[src/rtl/alu_pipe_param.sv]
`default_nettype none
// ============================================================================
// Module   : alu_pipe_param
// Purpose  : Two-stage pipelined, width-parametrised ALU with valid/ready
//            handshakes on both sides, illegal-opcode detection and sticky
//            status-flag accumulation.
// Ports    : clk, rst             clock, asynchronous active-high reset
//            inValid/inReady      operand beat handshake
//            opcode, input1,
//            input2, shiftValue   operation select and operands
//            outValid/outReady    result beat handshake
//            result, carryFlag,
//            zeroFlag,
//            overFlowFlag,
//            signFlag, illegalOp  registered result and per-beat flags
//            clearSticky          clears the accumulated flags
//            stickyFlags          {carry,zero,overflow,sign} OR-accumulated
// Revision : 1.0 - initial release
// ============================================================================
module alu_pipe_param #(
    parameter int WIDTH = 8,
    parameter int SHW   = $clog2(WIDTH)
) (
    input  logic             clk,
    input  logic             rst,
    input  logic             inValid,
    output logic             inReady,
    input  logic [3:0]       opcode,
    input  logic [WIDTH-1:0] input1,
    input  logic [WIDTH-1:0] input2,
    input  logic [SHW-1:0]   shiftValue,
    output logic             outValid,
    input  logic             outReady,
    output logic [WIDTH-1:0] result,
    output logic             carryFlag,
    output logic             zeroFlag,
    output logic             overFlowFlag,
    output logic             signFlag,
    output logic             illegalOp,
    input  logic             clearSticky,
    output logic [3:0]       stickyFlags
);

    localparam logic [3:0] c_OP_ROL  = 4'd0;
    localparam logic [3:0] c_OP_ROR  = 4'd1;
    localparam logic [3:0] c_OP_MAX  = 4'd2;
    localparam logic [3:0] c_OP_MIN  = 4'd3;
    localparam logic [3:0] c_OP_XNOR = 4'd4;
    localparam logic [3:0] c_OP_ADD  = 4'd5;
    localparam logic [3:0] c_OP_SGT  = 4'd6;
    localparam logic [3:0] c_OP_OR   = 4'd7;
    localparam logic [3:0] c_OP_SUB  = 4'd8;
    localparam logic [3:0] c_OP_AND  = 4'd9;
    localparam logic [3:0] c_OP_XOR  = 4'd10;
    localparam logic [3:0] c_OP_SLT  = 4'd11;

    localparam int         c_MSB     = WIDTH - 1;
    localparam logic [SHW:0] c_WIDTH = WIDTH[SHW:0];

    // ------------------------------------------------------------------
    // Stage 1 registers: captured operands
    // ------------------------------------------------------------------
    logic             r_s1_valid;
    logic [3:0]       r_s1_op;
    logic [WIDTH-1:0] r_s1_a;
    logic [WIDTH-1:0] r_s1_b;
    logic [SHW-1:0]   r_s1_sh;

    // ------------------------------------------------------------------
    // Stage 2 registers: result and flags
    // ------------------------------------------------------------------
    logic             r_out_valid;
    logic [WIDTH-1:0] r_result;
    logic             r_carry;
    logic             r_zero;
    logic             r_ovf;
    logic             r_sign;
    logic             r_illegal;
    logic [3:0]       r_sticky;

    // Handshake: each stage may advance when the stage ahead of it is empty
    // or is being drained this cycle. inReady depends only on state and
    // outReady, never on inValid.
    logic w_s2_adv;
    logic w_s1_adv;
    logic w_out_hs;

    assign w_s2_adv = !r_out_valid || outReady;
    assign w_s1_adv = !r_s1_valid || w_s2_adv;
    assign w_out_hs = r_out_valid && outReady;

    // ------------------------------------------------------------------
    // Combinational ALU on the stage-1 contents
    // ------------------------------------------------------------------
    logic [WIDTH:0]   w_sum;
    logic [WIDTH:0]   w_diff;
    logic [SHW:0]     w_rsh;
    logic [WIDTH-1:0] w_rol;
    logic [WIDTH-1:0] w_ror;
    logic [WIDTH-1:0] w_res;
    logic             w_carry;
    logic             w_ovf;
    logic             w_ill;
    logic             w_zero;
    logic             w_sign;

    assign w_sum  = {1'b0, r_s1_a} + {1'b0, r_s1_b};
    assign w_diff = {1'b0, r_s1_a} - {1'b0, r_s1_b};

    // Rotation as two complementary shifts; an amount of 0 shifts the
    // second term fully out, leaving input1 unchanged.
    assign w_rsh = c_WIDTH - {1'b0, r_s1_sh};
    assign w_rol = (r_s1_a << r_s1_sh) | (r_s1_a >> w_rsh);
    assign w_ror = (r_s1_a >> r_s1_sh) | (r_s1_a << w_rsh);

    always_comb begin
        w_res   = '0;
        w_carry = 1'b0;
        w_ovf   = 1'b0;
        w_ill   = 1'b0;
        case (r_s1_op)
            c_OP_ROL:  w_res = w_rol;
            c_OP_ROR:  w_res = w_ror;
            c_OP_MAX:  w_res = (r_s1_a >= r_s1_b) ? r_s1_a : r_s1_b;
            c_OP_MIN:  w_res = (r_s1_a <= r_s1_b) ? r_s1_a : r_s1_b;
            c_OP_XNOR: w_res = ~(r_s1_a ^ r_s1_b);
            c_OP_ADD: begin
                w_res   = w_sum[WIDTH-1:0];
                w_carry = w_sum[WIDTH];
                w_ovf   = (r_s1_a[c_MSB] == r_s1_b[c_MSB]) &&
                          (w_sum[c_MSB] != r_s1_a[c_MSB]);
            end
            c_OP_SGT:  w_res = {{(WIDTH-1){1'b0}}, ($signed(r_s1_a) > $signed(r_s1_b))};
            c_OP_OR:   w_res = r_s1_a | r_s1_b;
            c_OP_SUB: begin
                // Bit WIDTH of the extended difference is the borrow.
                w_res   = w_diff[WIDTH-1:0];
                w_carry = w_diff[WIDTH];
                w_ovf   = (r_s1_a[c_MSB] != r_s1_b[c_MSB]) &&
                          (w_diff[c_MSB] != r_s1_a[c_MSB]);
            end
            c_OP_AND:  w_res = r_s1_a & r_s1_b;
            c_OP_XOR:  w_res = r_s1_a ^ r_s1_b;
            c_OP_SLT:  w_res = {{(WIDTH-1){1'b0}}, ($signed(r_s1_a) < $signed(r_s1_b))};
            default:   w_ill = 1'b1;
        endcase
    end

    assign w_zero = (w_res == '0);
    assign w_sign = w_res[c_MSB];

    // ------------------------------------------------------------------
    // Stage 1
    // ------------------------------------------------------------------
    always_ff @(posedge clk or posedge rst) begin
        if (rst) begin
            r_s1_valid <= 1'b0;
            r_s1_op    <= '0;
            r_s1_a     <= '0;
            r_s1_b     <= '0;
            r_s1_sh    <= '0;
        end else if (w_s1_adv) begin
            r_s1_valid <= inValid;
            if (inValid) begin
                r_s1_op <= opcode;
                r_s1_a  <= input1;
                r_s1_b  <= input2;
                r_s1_sh <= shiftValue;
            end
        end
    end

    // ------------------------------------------------------------------
    // Stage 2: data only updates on a real beat, so a bubble leaves the
    // previous values in place with outValid low.
    // ------------------------------------------------------------------
    always_ff @(posedge clk or posedge rst) begin
        if (rst) begin
            r_out_valid <= 1'b0;
            r_result    <= '0;
            r_carry     <= 1'b0;
            r_zero      <= 1'b1;
            r_ovf       <= 1'b0;
            r_sign      <= 1'b0;
            r_illegal   <= 1'b0;
        end else if (w_s2_adv) begin
            r_out_valid <= r_s1_valid;
            if (r_s1_valid) begin
                r_result  <= w_res;
                r_carry   <= w_carry;
                r_zero    <= w_zero;
                r_ovf     <= w_ovf;
                r_sign    <= w_sign;
                r_illegal <= w_ill;
            end
        end
    end

    // ------------------------------------------------------------------
    // Sticky flags: a clear coincident with a delivery keeps only that
    // delivered beat's flags.
    // ------------------------------------------------------------------
    always_ff @(posedge clk or posedge rst) begin
        if (rst) begin
            r_sticky <= '0;
        end else if (w_out_hs) begin
            r_sticky <= (clearSticky ? 4'b0000 : r_sticky) |
                        {r_carry, r_zero, r_ovf, r_sign};
        end else if (clearSticky) begin
            r_sticky <= '0;
        end
    end

    assign inReady      = w_s1_adv;
    assign outValid     = r_out_valid;
    assign result       = r_result;
    assign carryFlag    = r_carry;
    assign zeroFlag     = r_zero;
    assign overFlowFlag = r_ovf;
    assign signFlag     = r_sign;
    assign illegalOp    = r_illegal;
    assign stickyFlags  = r_sticky;

endmodule
`default_nettype wire
[config.mk]
export PLATFORM = sky130hd
export DESIGN_NAME = alu_pipe_param
export DESIGN_NICKNAME = d
export VERILOG_FILES = /design/src/rtl/alu_pipe_param.sv
export SDC_FILE = /design/constraint.sdc
export NUM_CORES = 1
export LEC_CHECK = 0
export ABC_AREA = 0
export CAP_MARGIN = 0
export CORE_ASPECT_RATIO = 1.5
export CORE_MARGIN = 4
export CORE_UTILIZATION = 50
export CTS_BUF_LIST = sky130_fd_sc_hd__clkbuf_8 sky130_fd_sc_hd__clkbuf_16
export DETAILED_ROUTE_END_ITERATION = 12
export PLACE_DENSITY = 0.72
export SYNTH_ARGS = -nofsm -noshare
export SYNTH_HDL_FRONTEND = slang
export SYNTH_SLANG_ARGS = --single-unit
export TNS_END_PERCENT = 1
[constraint.sdc]
create_clock -name clk -period 3.9 [get_ports clk]
set_input_delay 0.585 -clock clk [delete_from_list [all_inputs] [get_ports clk]]
set_output_delay 0.585 -clock clk [all_outputs]
set_load 0.02 [all_outputs]
# Word-level counts from Yosys, hierarchy flattened

Cells that the tools add are included.

$add $sub $neg: 3
$lt $le $gt $ge: 4
Equality and inequality tests: 15
Shift-type cells: 4
Mux-type cells: 8
Bitwise logic cells: 7
Reduce and logical (&&, ||, !) cells: 12

Operator list:

| kind               | count |
|---|---|
| $pmux 8 s12        | 1 |
| $or 8x8->8         | 3 |
| $eq 4x3->1 const B | 4 |
| $eq 4x4->1 const B | 4 |
| $mux 8             | 2 |
| $reduce_or 12->1   | 1 |
| $add 8x8->9        | 1 |
| $sub 8x8->9        | 1 |
| $and 8x8->8        | 1 |
| $eq 4x2->1 const B | 2 |
| $ge 8x8->1         | 1 |
| $gt 8x8->1         | 1 |
| $le 8x8->1         | 1 |
| $logic_not 8->1    | 1 |
| $lt 8x8->1         | 1 |
| $mux 4             | 2 |
| $not 8->8          | 1 |
| $shl 8x3->8        | 1 |
| $shl 8x4->8        | 1 |
| $shr 8x3->8        | 1 |
| $shr 8x4->8        | 1 |
| $xor 8x8->8        | 1 |
| $eq 4x1->1 const B | 1 |
| $logic_not 4->1    | 1 |
| 10 further kinds   | 18 |

Flip-flop bits (word level): 42
Bits of input ports: 28
Output and inout port bits: 19
Word-level logic and storage cells: 66

# Depth between registers and ports, before layout

Word-level depth: 5
Mapped depth: 15
Gate-level depth less buffers: 12

# Worst setup path before layout

Ideal clock, no wire load.

Path type: flip-flop to flip-flop
Start: register r_s1_sh[1]
End: register r_zero, in the netlist zeroFlag
Setup time: 91 ps
Arrival time: 2945 ps
Slack: 865 ps
Cell stages (with the launch flop): 14
Clock period less this slack: 3035 ps
Cells stage by stage: dfrtp_1 clkbuf_8 clkbuf_8 buf_2 inv_1 ha_1 xor2_2 mux2_4 a21oi_2 o22ai_1 a2111o_1 nor4_2 nand4_1 o31ai_1

Word-level cells in the longest chain between the ends: 5
Elaborated cells between the ends (all ways): 9
Classes of those cells: add/sub: 1; shift: 4; mux: 1; bitwise: 2; reduce/logical: 1

Ends and longest elaborated chain:

| item                                              | line     | RTL |
|---|---|---|
| from (decl)                                       | 67       | `logic [SHW-1:0] r_s1_sh;` |
| from (signal assigned)                            | 168      | `r_s1_sh <= shiftValue;` |
| $sub 4x3->4                                       | 112      | `assign w_rsh = c_WIDTH - {1'b0, r_s1_sh};` |
| $shl 8x4->8 / $shr 8x4->8 (equally long branches) | 114, 113 |  |
| $or 8x8->8 (on tied branches)                     | 114, 113 |  |
| $pmux 8 s12 (*)                                   | 121      | `case (r_s1_op)` |
| $logic_not 8->1 (*)                               | 149      | `assign w_zero = (w_res == '0);` |
| to (signal assigned)                              | 191      | `r_zero <= w_zero;` |
| to (decl)                                         | 75       | `logic r_zero;` |

Mark *: on every way between the ends. The rest lies on a longest branch, timed or not.
A chain may end at the register's enable or synchronous reset.

# Final worst setup path

Start: register r_s1_a[0]
End: register r_zero, in the netlist zeroFlag

Word-level cells in the longest chain between the ends: 4
Elaborated cells between the ends (all ways): 20
Classes of those cells: add/sub: 2; order compare: 4; shift: 4; mux: 3; bitwise: 6; reduce/logical: 1

Ends and longest elaborated chain:

| item                                     | line | RTL |
|---|---|---|
| from (decl)                              | 65   | `logic [WIDTH-1:0] r_s1_a;` |
| from (signal assigned)                   | 166  | `r_s1_a <= input1;` |
| $le 8x8->1, or another cell as far along | 125  | `c_OP_MIN: w_res = (r_s1_a <= r_s1_b) ? r_s1_a : r_s1_b;` |
| $mux 8, or another cell as far along     | 125  |  |
| $pmux 8 s12 (*)                          | 121  |  |
| $logic_not 8->1 (*)                      | 149  |  |

Marks and branches as above.

==> flow_summary.yaml <==
clock_network:
  clk-insertion-delay-late_ns: 0.29
  numCtsBuffers: 5
  cts.htree.levels: 2
  post_cts_resized: 0
  clk_root_buffer_cell: "sky130_fd_sc_hd__clkbuf_16"
  cts_tree: "built"
  cts_buffer_depth: 2
  clock_sink_count: 41
  postCtsSetupRepairBufs: 0
  cts_hold_buffers: 0
  cts.clk_slew.worst_paths_ns: 0.06
critical_path:
  path_common_cell: "sky130_fd_sc_hd__inv_1"
  worstPathCellList: "inv_1 -> ha_1 -> inv_1 -> fa_1 -> nor3b_1 -> a211oi_2 -> o31ai_4 -> a211oi_1 -> mux2_2 -> nor4_1 -> nand3_1 -> o31ai_1"
  crit_buf_inv: 2
  worst_setup_path_start_kind: "register"
  critical-path-top-delay-family: "compound AO/OA/AOI/OAI gates"
  critPathMaxFanout: 11
  end_kind: "register"
  timing_worst_setup_path_type: "reg -> reg"
  timing.critical_path.slowest_stage_cell: "sky130_fd_sc_hd__dfrtp_1"
  slowest_delay_ns: 0.50
  crit_required_ns: 4.10
  timing.critical_path.arrival_ns: 3.65
power_and_ir_drop:
  max-vdd-ir-drop_uv: 224
  powerDensity_nw_per_um2: 502
  static-leakage-power_nw: 2.18
  fin_total_pwr_mw: 2.63
place:
  place.gp.congestion: 1.03
  port_buffers: 46
  detailedPlacementHpwl_um: 12700
global_route:
  grt.total_usage_pct: 31.2
  grt_antenna_before_repair: 0
  grt_start_max_net_pins: 33
  number_of_global_route_vias_before_repair: 4465
  globalRouteOverflowTotal: 0
  grt_pass1_wl_um: 25900
hold_path:
  worst_hold_path_type: "reg -> reg"
cells_and_area:
  design.final.nets: 617
  layout-drive-gt1-share_pct: 15.8
  syn2layout_area_growth_pct: 14.4
  antennaDiodeCount: 0
  layout.core_utilization_pct: 58.9
  final_layout_fill_cell_count: 832
timing:
  min_period_over_period_pct: 88.3
  finalSetupViolations: 0
  worstMarginPinSlew_ns: 0.903
  fin_setup_tns_ns: 0
  rsz_0062_raised_after_global_routing: "no"
  slew_headroom_pct: 39.3
  timing.final.max_slew_violations: 0
  worst_setup_skew_after_layout_ns: 0.00480
  final-hold-violation-count: 0
  maxClockFrequency_ghz: 0.290
  min_period_ns: 3.44
route:
  routed_wire_length_per_instance_um: 24.4
  finalWirelength_um: 16400
  maxUsedRoutingLayer: "met4"
  met3_length_um: 886
  wl_met2_um: 8270
  route.layer.met1.wl_um: 6150
  avgViaCountPerCell: 6.67
  vias: 4492
  dr.first_iter.drc_count: 421
  initial_drt_pass_iterations: 5
  drt_drc_violations_left: 0
  drt.antenna.violating_nets: 0
floorplanning:
  design.die.area_sq_um: 10800
  fp.coreArea_sq_um: 8880
  die_height_um: 125
  start_util_pct: 51.5
  io_pins: 47
  floorplan.die.width_um: 86.1
  floorplan.rows: 42
synth:
  synthDominantCellAreaShare_pct: 21.9
  synthesis.nets: 581
  synth.lib_cells_used.distinct: 84
  synth-seq-area-share_pct: 22.4
  mappedNetlistArea_sq_um: 4580
  postSynth.topFlopCell: "sky130_fd_sc_hd__dfrtp_1"
  synth.ff_latch_count: 41
  synth_cells: 526
  number_of_enable_type_register_cells_in_the_synthesized_netlist: 0
  synth.area.top_cells: "sky130_fd_sc_hd__dfrtp_1, sky130_fd_sc_hd__ha_1, sky130_fd_sc_hd__mux2_2"
  synth_area_leader_cell: "sky130_fd_sc_hd__dfrtp_1"
  async_set_reset_flop_share_out_of_synthesis_pct: 100
  post_synth.cell_area_avg_sq_um: 8.70
  total_of_warnings_raised_by_yosys: 0
flow_run:
  max-cap-violations: 0
outcome:
  run_status: "finished clean"
==> layer usage <==
metal	GRT usage, %	vias up
met5	0	-
met4	18.3	0
met3	3.88	65
met2	52.3	226
met1	37.5	2183
li1	-	2018
==> placed cells by master, fill, tap and decap left out, drive strengths merged, types with 3 or more instances in the layout <==
master,n
a211o,4
a211oi,15
a21o,7
a21oi,34
a221oi,3
a311oi,4
and2,5
and3,5
buf,21
clkbuf,7
clkdlybuf4s50,46
clkinv,3
dfrtp,40
ha,25
inv,33
mux2,29
mux2i,14
mux4,13
nand2,45
nand2b,11
nand3,16
nand3b,7
nand4,3
nor2,32
nor2b,7
nor3,14
nor3b,6
nor4,6
o211ai,8
o21ai,42
o22ai,3
o31ai,3
or3,6
xnor2,3
xor2,3
==> power breakdown <==
part           internal, mW  switching [mW]
Sequential            0.508           0.106
Clock                 0.271           0.174
Combinational         0.643           0.925
Total                  1.42            1.21
==> area by class of cell <==
type	instances	area [sq um]	share of cell area (%)
Tap cell	110	138	2.63
Clock inverter	1	5.00	0.0956
Inverter	35	131	2.51
Clock buffer	7	153	2.92
Multi-Input combinational cell	412	3160	60.4
Timing Repair Buffer	67	618	11.8
Sequential cell	41	1030	19.6
==> cells in the mapped netlist (4+ instances only) <==
library cell / instances
sky130_fd_sc_hd__a211oi_1: 13
sky130_fd_sc_hd__ha_1: 25
sky130_fd_sc_hd__a21o_1: 7
sky130_fd_sc_hd__or3_1: 5
sky130_fd_sc_hd__o211ai_1: 6
sky130_fd_sc_hd__nor2_1: 32
sky130_fd_sc_hd__nand2b_1: 11
sky130_fd_sc_hd__buf_6: 5
sky130_fd_sc_hd__nor4_1: 5
sky130_fd_sc_hd__clkbuf_1: 16
sky130_fd_sc_hd__dfrtp_1: 40
sky130_fd_sc_hd__buf_2: 6
sky130_fd_sc_hd__nand2_1: 45
sky130_fd_sc_hd__nor3b_1: 6
sky130_fd_sc_hd__nand3_1: 16
sky130_fd_sc_hd__a21oi_1: 33
sky130_fd_sc_hd__mux2_2: 26
sky130_fd_sc_hd__nand3b_1: 7
sky130_fd_sc_hd__mux2i_1: 14
sky130_fd_sc_hd__mux4_2: 10
sky130_fd_sc_hd__inv_1: 32
sky130_fd_sc_hd__and2_1: 5
sky130_fd_sc_hd__clkbuf_8: 6
sky130_fd_sc_hd__nor3_1: 12
sky130_fd_sc_hd__nor2b_1: 7
sky130_fd_sc_hd__a311oi_1: 4
sky130_fd_sc_hd__and3_1: 5
sky130_fd_sc_hd__o21ai_0: 41
sky130_fd_sc_hd__a211o_1: 4
==> state kept, by name, indices dropped and copies added, names as in the netlist <==
signal,cells
carryFlag,1
illegalOp,1
outValid,1
overFlowFlag,1
r_s1_a,8
r_s1_b,8
r_s1_op,4
r_s1_sh,3
r_s1_valid,1
result,8
stickyFlags,4
zeroFlag,1
==> metrics by stage <==
step / std cells / hold WS [ns] / instance area (sq um) / setup WS (ns)
4_1_cts: 673 / 0.494 / 5230 / 0.511
2_1_floorplan: 526 / 0.479 / 4580 / 0.865
6_report: 673 / 0.489 / 5230 / 0.457
5_1_grt: 673 / 0.521 / 5230 / 0.201
3_3_place_gp: 665 / 0.465 / 5080 / 0.596
3_5_place_dp: 665 / 0.481 / 5080 / 0.523
==> cells by family (layout without fill, tap and decap cells) <==
kind of cell | count (synthesis) | count (layout) | synth area share, %
XOR/XNOR | 6 | 6 | 1.48
AO/OA/AOI/OAI | 152 | 152 | 23.0
flip-flops | 41 | 41 | 22.4
multiplexers | 56 | 56 | 17.1
AND/OR/NAND/NOR | 171 | 171 | 19.8
adder cells (fa/ha/maj) | 27 | 27 | 7.71
buffers and inverters | 73 | 110 | 8.47
==> worst register-to-register path: stages (launching register included) <==
cell	delay [ns]
sky130_fd_sc_hd__dfrtp_1	0.50
sky130_fd_sc_hd__inv_1	0.14
sky130_fd_sc_hd__ha_1	0.18
sky130_fd_sc_hd__inv_1	0.05
sky130_fd_sc_hd__fa_1	0.41
sky130_fd_sc_hd__nor3b_1	0.17
sky130_fd_sc_hd__a211oi_2	0.39
sky130_fd_sc_hd__o31ai_4	0.10
sky130_fd_sc_hd__a211oi_1	0.28
sky130_fd_sc_hd__mux2_2	0.36
sky130_fd_sc_hd__nor4_1	0.42
sky130_fd_sc_hd__nand3_1	0.13
sky130_fd_sc_hd__o31ai_1	0.21
==> final timing paths <==
check | startpoint | end | slack (ns) | depth (start not counted)
min | result[3] | result[3] | 0.49 | 2
min in group asynchronous | rst | stickyFlags[3] | 0.77 | 2
max in group asynchronous | rst | r_s1_sh[1] | 2.32 | 3
min reg2reg | result[3] | result[3] | 0.49 | 2
max | r_s1_a[0] | zeroFlag | 0.46 | 12
max reg2reg | r_s1_a[0] | zeroFlag | 0.46 | 12
Power figures use the tool's default switching activity.
